==> src/rtl/cp0_ext.sv <==
// cp0_ext: MIPS coprocessor-0 extension beside the M stage.
// Provides external interrupt lines, a Count/Compare timer interrupt,
// BadVAddr capture, interrupt-over-exception priority, mfc0/mtc0/eret.
//
// Ports:
//   clk, reset        rising-edge clock, asynchronous active-high reset
//   we, wr_addr, wdata mtc0 write port
//   rd_addr, rdata    mfc0 read port (rdata is combinational)
//   pc, bd_in         M-stage PC and delay-slot flag of the victim instruction
//   exc_code          synchronous exception code (0 = none)
//   bad_vaddr         faulting address, captured for exc_code 4/5
//   hw_int            level-sensitive device interrupt lines
//   eret              return from handler (clears EXL and BD)
//   int_req           combinational: take exception/interrupt this cycle
//   epc               current EPC for eret redirect
//   timer_irq         timer pending bit
module cp0_ext #(
    parameter int unsigned N_HWINT  = 5,
    parameter bit          TIMER_EN = 1'b1,
    parameter logic [31:0] PRID     = 32'h0000_0808
) (
    input  logic                clk,
    input  logic                reset,
    input  logic                we,
    input  logic [4:0]          rd_addr,
    input  logic [4:0]          wr_addr,
    input  logic [31:0]         wdata,
    output logic [31:0]         rdata,
    input  logic [31:0]         pc,
    input  logic                bd_in,
    input  logic [4:0]          exc_code,
    input  logic [31:0]         bad_vaddr,
    input  logic [N_HWINT-1:0]  hw_int,
    input  logic                eret,
    output logic                int_req,
    output logic [31:0]         epc,
    output logic                timer_irq
);

    localparam int unsigned XLEN  = 32;
    localparam int unsigned IP_W  = 6;
    localparam int unsigned EXC_W = 5;

    localparam logic [4:0] ADDR_BADVADDR = 5'd8;
    localparam logic [4:0] ADDR_COUNT    = 5'd9;
    localparam logic [4:0] ADDR_COMPARE  = 5'd11;
    localparam logic [4:0] ADDR_SR       = 5'd12;
    localparam logic [4:0] ADDR_CAUSE    = 5'd13;
    localparam logic [4:0] ADDR_EPC      = 5'd14;
    localparam logic [4:0] ADDR_PRID     = 5'd15;

    localparam logic [XLEN-1:0] WORD_MASK = 32'hFFFF_FFFC;

    logic [XLEN-1:0]  r_count;
    logic [XLEN-1:0]  r_compare;
    logic             r_ti;
    logic [IP_W-1:0]  r_ip;
    logic [IP_W-1:0]  r_im;
    logic             r_ie;
    logic             r_exl;
    logic             r_bd;
    logic [EXC_W-1:0] r_exc;
    logic [XLEN-1:0]  r_epc;
    logic [XLEN-1:0]  r_badvaddr;

    logic [IP_W-1:0]  w_pend;
    logic [IP_W-1:0]  w_pend_req;
    logic             w_int_req;
    logic             w_exc_req;
    logic             w_take;
    logic             w_wr;
    logic             w_badv_cap;
    logic [XLEN-1:0]  w_epc_exc;

    // Live pending vector: {ti, zero pad, hw_int}
    always_comb begin
        w_pend                = '0;
        w_pend[N_HWINT-1:0]   = hw_int;
        w_pend[IP_W-1]        = r_ti;
    end

    // Timer contributes to the request through its registered IP copy, so the
    // request trails timer_irq by one cycle; device lines act immediately.
    always_comb begin
        w_pend_req           = w_pend;
        w_pend_req[IP_W-1]   = r_ip[IP_W-1];
    end

    // Request and write-qualification logic
    always_comb begin
        w_int_req  = (|(w_pend_req & r_im)) & r_ie & ~r_exl;
        w_exc_req  = (exc_code != EXC_W'(0)) & ~r_exl;
        w_take     = (w_int_req | w_exc_req) & ~reset;
        w_wr       = we & ~w_take;
        w_badv_cap = w_exc_req & ~w_int_req &
                     ((exc_code == EXC_W'(4)) | (exc_code == EXC_W'(5)));
        w_epc_exc  = (pc & WORD_MASK) - (bd_in ? XLEN'(4) : XLEN'(0));
    end

    assign int_req   = w_take;
    assign epc       = r_epc;
    assign timer_irq = r_ti;

    // Count: mtc0 load suppresses the increment
    always_ff @(posedge clk or posedge reset) begin
        if (reset) begin
            r_count <= '0;
        end else if (w_wr && (wr_addr == ADDR_COUNT)) begin
            r_count <= wdata;
        end else if (TIMER_EN) begin
            r_count <= r_count + XLEN'(1);
        end
    end

    // Compare and sticky timer pending; Compare write clear beats a match
    always_ff @(posedge clk or posedge reset) begin
        if (reset) begin
            r_compare <= 32'hFFFF_FFFF;
            r_ti      <= 1'b0;
        end else if (w_wr && (wr_addr == ADDR_COMPARE)) begin
            r_compare <= wdata;
            r_ti      <= 1'b0;
        end else if (TIMER_EN && (r_count == r_compare)) begin
            r_ti      <= 1'b1;
        end
    end

    // Cause.IP snapshot of the live pending vector
    always_ff @(posedge clk or posedge reset) begin
        if (reset) begin
            r_ip <= '0;
        end else begin
            r_ip <= w_pend;
        end
    end

    // Exception entry, SR/EPC writes and eret; entry overrides any mtc0
    always_ff @(posedge clk or posedge reset) begin
        if (reset) begin
            r_im       <= '0;
            r_ie       <= 1'b0;
            r_exl      <= 1'b0;
            r_bd       <= 1'b0;
            r_exc      <= '0;
            r_epc      <= '0;
            r_badvaddr <= '0;
        end else if (w_take) begin
            r_exl <= 1'b1;
            r_bd  <= bd_in;
            r_epc <= w_epc_exc;
            r_exc <= w_int_req ? EXC_W'(0) : exc_code;
            if (w_badv_cap) begin
                r_badvaddr <= bad_vaddr;
            end
        end else begin
            if (w_wr && (wr_addr == ADDR_SR)) begin
                r_im  <= wdata[15:10];
                r_exl <= wdata[1];
                r_ie  <= wdata[0];
            end
            if (w_wr && (wr_addr == ADDR_EPC)) begin
                r_epc <= wdata & WORD_MASK;
            end
            if (eret) begin
                r_exl <= 1'b0;
                r_bd  <= 1'b0;
            end
        end
    end

    // mfc0 read mux
    always_comb begin
        rdata = '0;
        case (rd_addr)
            ADDR_BADVADDR: rdata = r_badvaddr;
            ADDR_COUNT:    rdata = r_count;
            ADDR_COMPARE:  rdata = r_compare;
            ADDR_SR:       rdata = {16'b0, r_im, 8'b0, r_exl, r_ie};
            ADDR_CAUSE:    rdata = {r_bd, 15'b0, r_ip, 3'b0, r_exc, 2'b0};
            ADDR_EPC:      rdata = r_epc;
            ADDR_PRID:     rdata = PRID;
            default:       rdata = '0;
        endcase
    end

endmodule
==> config.mk <==
export PLATFORM = sky130hd
export DESIGN_NAME = cp0_ext
export DESIGN_NICKNAME = d
export VERILOG_FILES = /design/src/rtl/cp0_ext.sv
export SDC_FILE = /design/constraint.sdc
export NUM_CORES = 1
export LEC_CHECK = 0
export CORE_MARGIN = 4
export CORE_UTILIZATION = 33
export CTS_BUF_LIST = sky130_fd_sc_hd__clkbuf_4 sky130_fd_sc_hd__clkbuf_8
export CTS_CLUSTER_DIAMETER = 40
export DETAILED_ROUTE_END_ITERATION = 16
export HOLD_SLACK_MARGIN = 0.15
export RECOVER_POWER = 25
export SLEW_MARGIN = 25
export SYNTH_ARGS = -nofsm -noshare
export SYNTH_HDL_FRONTEND = slang
export SYNTH_SLANG_ARGS = --single-unit
==> constraint.sdc <==
create_clock -name clk -period 5.55 [get_ports clk]
set_clock_uncertainty 0.1 [all_clocks]
set_input_delay 1.665 -clock clk [delete_from_list [all_inputs] [get_ports clk]]
set_output_delay 1.665 -clock clk [all_outputs]
set_load 0.02 [all_outputs]
* Word-level counts from Yosys, hierarchy flattened *
Cells that the tools add are included.

cells by class
  add/sub/neg operators = 2
  eq/ne operators = 14
  multiplexer cells = 13
  bitwise logic cells = 14
  reduce and logical (&&, ||, !) cells = 12

operator list
  cell                                                             count
  32-bit one-hot mux with 7 select lines                           1
  32-bit 2-to-1 mux                                                3
  5-bit by 4-bit == test with 1-bit output, second input constant  11
  32-bit by 1-bit adder with 32-bit output, second input constant  1
  32-bit == test                                                   1
  32-bit by 3-bit subtractor with 32-bit output                    1
  5-bit by 3-bit == test with 1-bit output, second input constant  2
  1-bit bitwise AND                                                7
  1-bit 2-to-1 mux                                                 7
  6-bit bitwise AND                                                1
  2-bit nonzero test                                               3
  6-bit OR reduction                                               1
  5-bit 2-to-1 mux                                                 1
  5-bit nonzero test                                               1
  1-bit logical AND                                                4
  1-bit NOT                                                        4
  2-bit AND reduction                                              2
  3-bit 2-to-1 mux                                                 1
  3-bit nonzero test                                               1
  1-bit OR                                                         2

word-level totals
  bits in registers = 149
  input bits = 121
  output and inout port bits = 66

* Logic depth before layout (Yosys ltp) *
  depth in word-level cells = 12
  gate-level depth with buffers = 8

* Worst setup path before layout *
OpenSTA, ideal clock, no wires.

  path type = input port to output port
  from = in rd_addr[0]
  to = out rdata[14]
  arrival = 3059 ps
  data required time = 3785 ps
  path slack = 726 ps
  stages on the path = 5
  path through = clkbuf_1 -> nor4b_2 -> clkbuf_1 -> a22oi_1 -> nand3_1

between the ends
  longest elaborated chain between the ends = 2
  elaborated cells on any way between the ends = 8

RTL lines
  element                                     RTL line  text
  start: declaration                          25        input logic [4:0] rd_addr,
  5-bit by 4-bit == test with 1-bit output    174       case (rd_addr)
  32-bit one-hot mux with 7 select lines (*)  174
  end: declaration                            28        output logic [31:0] rdata,

Mark *: on every way between the ends. The rest lies on a longest branch, timed or not.

* Final worst setup path *
  from = in hw_int[1]
  to = out int_req

between the ends
  longest elaborated chain between the ends = 6

RTL lines
  element                         RTL line  text
  start: declaration              33        input logic [N_HWINT-1:0] hw_int,
  6-bit bitwise AND               91        w_int_req = (|(w_pend_req & r_im)) & r_ie & ~r_exl;
  6-bit OR reduction              91
  1-bit bitwise AND (2 in a row)  91
  1-bit OR                        93        w_take = (w_int_req | w_exc_req) & ~reset;
  1-bit bitwise AND               93
  end: declaration                35        output logic int_req,

Every way passes these cells.

==> flow_summary.toml <==
[outcome]
status = "complete, but fails checks"
failed_checks = "capacitance limit, slew limit"

[global_routing]
globalRouteOverflowTotal = 0
first_global_vias = 6943
antenna_found_initial = 0
grt_pass1_wl_mm = 41.2
grt_use_total_pct = 19.0
grt_max_degree = 92

[detailed_routing]
drt_iter0_markers = 446
drc = 0
avgRoutedWirePerCell_um = 20.5
ant_nets = 0
vias_per_cell = 5.14
wirelength_mm = 26.3
drt_pre_antenna_iters = 6
vias = 6595

[worst_setup_path]
crit_arrival_ns = 3.67
cp_slowest_cell = "clkdlybuf4s50_1"
critPathKind = "input port to output pin"
worstPathRequired_ns = 3.79
crit_family = "buffers and inverters"
path_buf_inv = 3
worst_setup_path_start_kind = "input port"
endpoint_kind = "output pin"
critical_path_peak_fanout = 2
max_stage_delay_ns = 0.61
cp_cell_sequence = "dlygate4sd3_1 -> a22oi_1 -> a311o_1 -> a21o_2 -> inv_1 -> clkdlybuf4s50_1"

[logic_synthesis]
synth.top_cell.area_share_pct = 34.7
syn_area_sq_um = 8300
synth.avg_cell_area_sq_um = 10.9
ys_types = 48
ys.flop_type = "dfrtp_1"
yosysSeqAreaShare_pct = 44.8
synth_cells = 759
synth_edf_count = 0
yosys_warnings = 0
yosysTopAreaCell = "dfrtp_1"
async_reset_ff_share_pct = 100
ys_ff_latch = 147
synthTopCellsByArea = "dfrtp_1 35%, mux2_2 13%, dfstp_2 10%"

[floorplan]
die_x_um = 167
rows = 57
die-area_sq_um = 27800
pin_count = 187
die_h_um = 167
start_util_pct = 33.8
core_sq_um = 24500

[cts]
cts-buffers-inserted = 17
root_buffer = "clkbuf_8"
cts-htree-levels = 4
cts_hold_buf = 0
cts_sinks = 147
path_clk_slew_ns = 0.09
cts_tree = "yes"
clock_latency_ns = 0.46
clockBufferDepth = 2

[placed_design]
port_buffers = 182
placedCellCount = 1250
globalplace.congestion = 0.849
dp_hpwl_mm = 19.9

[power]
p_per_area_nw_per_um2 = 336
max-vdd-ir-drop_v = 0.000122
leakagePower_nw = 4.56

[sta]
slew_headroom_pct = -53.4
setup-tns-final_ns = 0
setup_viol = 0
fmax_ghz = 0.184
worst_pin_slew_ns = 2.30
finalCritPeriodShare_pct = 97.9
slew_viol_final = 92
rsz0062_at_grt = "no"
hold_viol = 0
period_minus_slack_ns = 5.43

[hold_path]
hold_path_class = "flop to flop"

[cells_and_area]
fin_cells = 1282
post-route-util_pct = 44.9
fillerInstances = 2369
post_route_cells_drive_above_1_share_pct = 24.4
fin_nets = 1069
antenna_cells = 0
area.growth.synth_to_final_pct = 32.7

[job]
drv_cap = 1
==> cells in the mapped netlist (8+ instances only) <==
cell type,instances
xor2_1,10
mux2_2,95
a22oi_1,63
buf_2,8
mux2i_1,11
dfrtp_1,115
o21ai_0,29
xnor2_1,78
nor4_1,9
dfstp_2,32
nand4_1,21
nand3_1,24
nor3_1,24
clkbuf_1,32
nor2_1,19
nand2_1,86
mux2_4,29
==> flip-flops by register name (all words and copies together), names as in the netlist <==
signal,cells
r_compare,32
r_count,32
timer_irq,1
epc,30
r_ie,1
r_badvaddr,32
r_im,6
r_exl,1
r_exc,5
r_bd,1
r_ip,6
==> per-stage QoR <==
| step | hold WS, ns | power (mW) | cell area, sq um | worst slack, ns |
|---|---|---|---|---|
| after detailed placement | 0.360 | 2.88 | 10700 | -0.204 |
| after global routing | 0.387 | 3.91 | 11000 | 0.0509 |
| after CTS | 0.372 | 3.74 | 11000 | 0.125 |
| final | 0.378 | 3.71 | 11000 | 0.118 |
| after floorplan | 0.333 | 2.35 | 8310 | 0.726 |
| after global placement | 0.355 | 2.86 | 10700 | -0.196 |
==> cells in the final DEF, fill, tap and decap left out, types with 7 or more instances in the layout <==
| cell type | n |
|---|---|
| clkdlybuf4s50_1 | 145 |
| dfrtp_1 | 115 |
| mux2_2 | 95 |
| nand2_1 | 86 |
| xnor2_1 | 78 |
| a22oi_1 | 63 |
| dfstp_2 | 32 |
| dlygate4sd2_1 | 31 |
| o21ai_0 | 29 |
| mux2_4 | 29 |
| nand3_1 | 24 |
| buf_4 | 23 |
| nor3_1 | 22 |
| nand4_1 | 21 |
| clkbuf_8 | 20 |
| nor2_1 | 18 |
| mux2i_1 | 11 |
| xor2_1 | 10 |
| nor4_1 | 9 |
| a21oi_1 | 7 |
| buf_12 | 7 |
==> worst register-to-register path, stage by stage (launching register included) <==
cell and delay, ns:
dfrtp_1 0.39, a22oi_1 0.28, a311o_1 0.34, a21o_2 0.17
buf_4 0.31, buf_4 0.39, and4b_2 0.34, buf_12 0.27
mux2_2 0.38
==> layer usage <==
metal / track usage, % / routed length (um)
met1: 26.6 / 12500
met3: 3.77 / 1320
met4: 5.83 / 495
met2: 29.7 / 12000
met5: 0 / 0
==> logic make-up after synthesis <==
| logic type | after synthesis | share of synthesized area, % |
|---|---|---|
| AO/OA/AOI/OAI | 115 | 9.43 |
| XOR/XNOR | 88 | 9.28 |
| adder cells (fa/ha/maj) | 3 | 0.452 |
| buffers and inverters | 54 | 3.10 |
| flip-flops | 147 | 44.8 |
| multiplexers | 135 | 19.5 |
| other | 1 | 0.0452 |
| AND/OR/NAND/NOR | 216 | 13.4 |
==> final cells by class <==
class | instances | area, sq um | area share, %
Sequential cell | 147 | 3720 | 33.7
Tap cell | 324 | 405 | 3.68
Inverter | 7 | 27.5 | 0.250
Multi-Input combinational cell | 559 | 4360 | 39.6
Clock buffer | 23 | 298 | 2.70
Timing Repair Buffer | 213 | 2100 | 19.1
Clock inverter | 9 | 104 | 0.943
==> path summary, 6_finish.rpt <==
path / slack (ns) / endpoint / cells after the start / start
max reg2reg: 2.45 / r_count[1] / 8 / r_im[5]
max: 0.12 / int_req / 6 / hw_int[1]
min in group asynchronous: 1.65 / r_exc[3] / 2 / reset
min: 0.38 / r_exc[3] / 2 / r_exc[3]
max in group asynchronous: 1.10 / epc[25] / 3 / reset
min reg2reg: 0.38 / r_exc[3] / 2 / r_exc[3]
==> repair_timing <==
item,in CTS,in global routing
setup endpoints to repair,31,0
setup buffers,0,0
gates resized for setup,32,0
==> power breakdown <==
part | switching, mW | leakage (nW) | internal (mW)
Sequential | 0.304 | 1.77 | 1.39
Combinational | 0.514 | 2.58 | 0.635
Clock | 0.415 | 0.206 | 0.448
No activity file was read; power rests on OpenSTA's default activity.
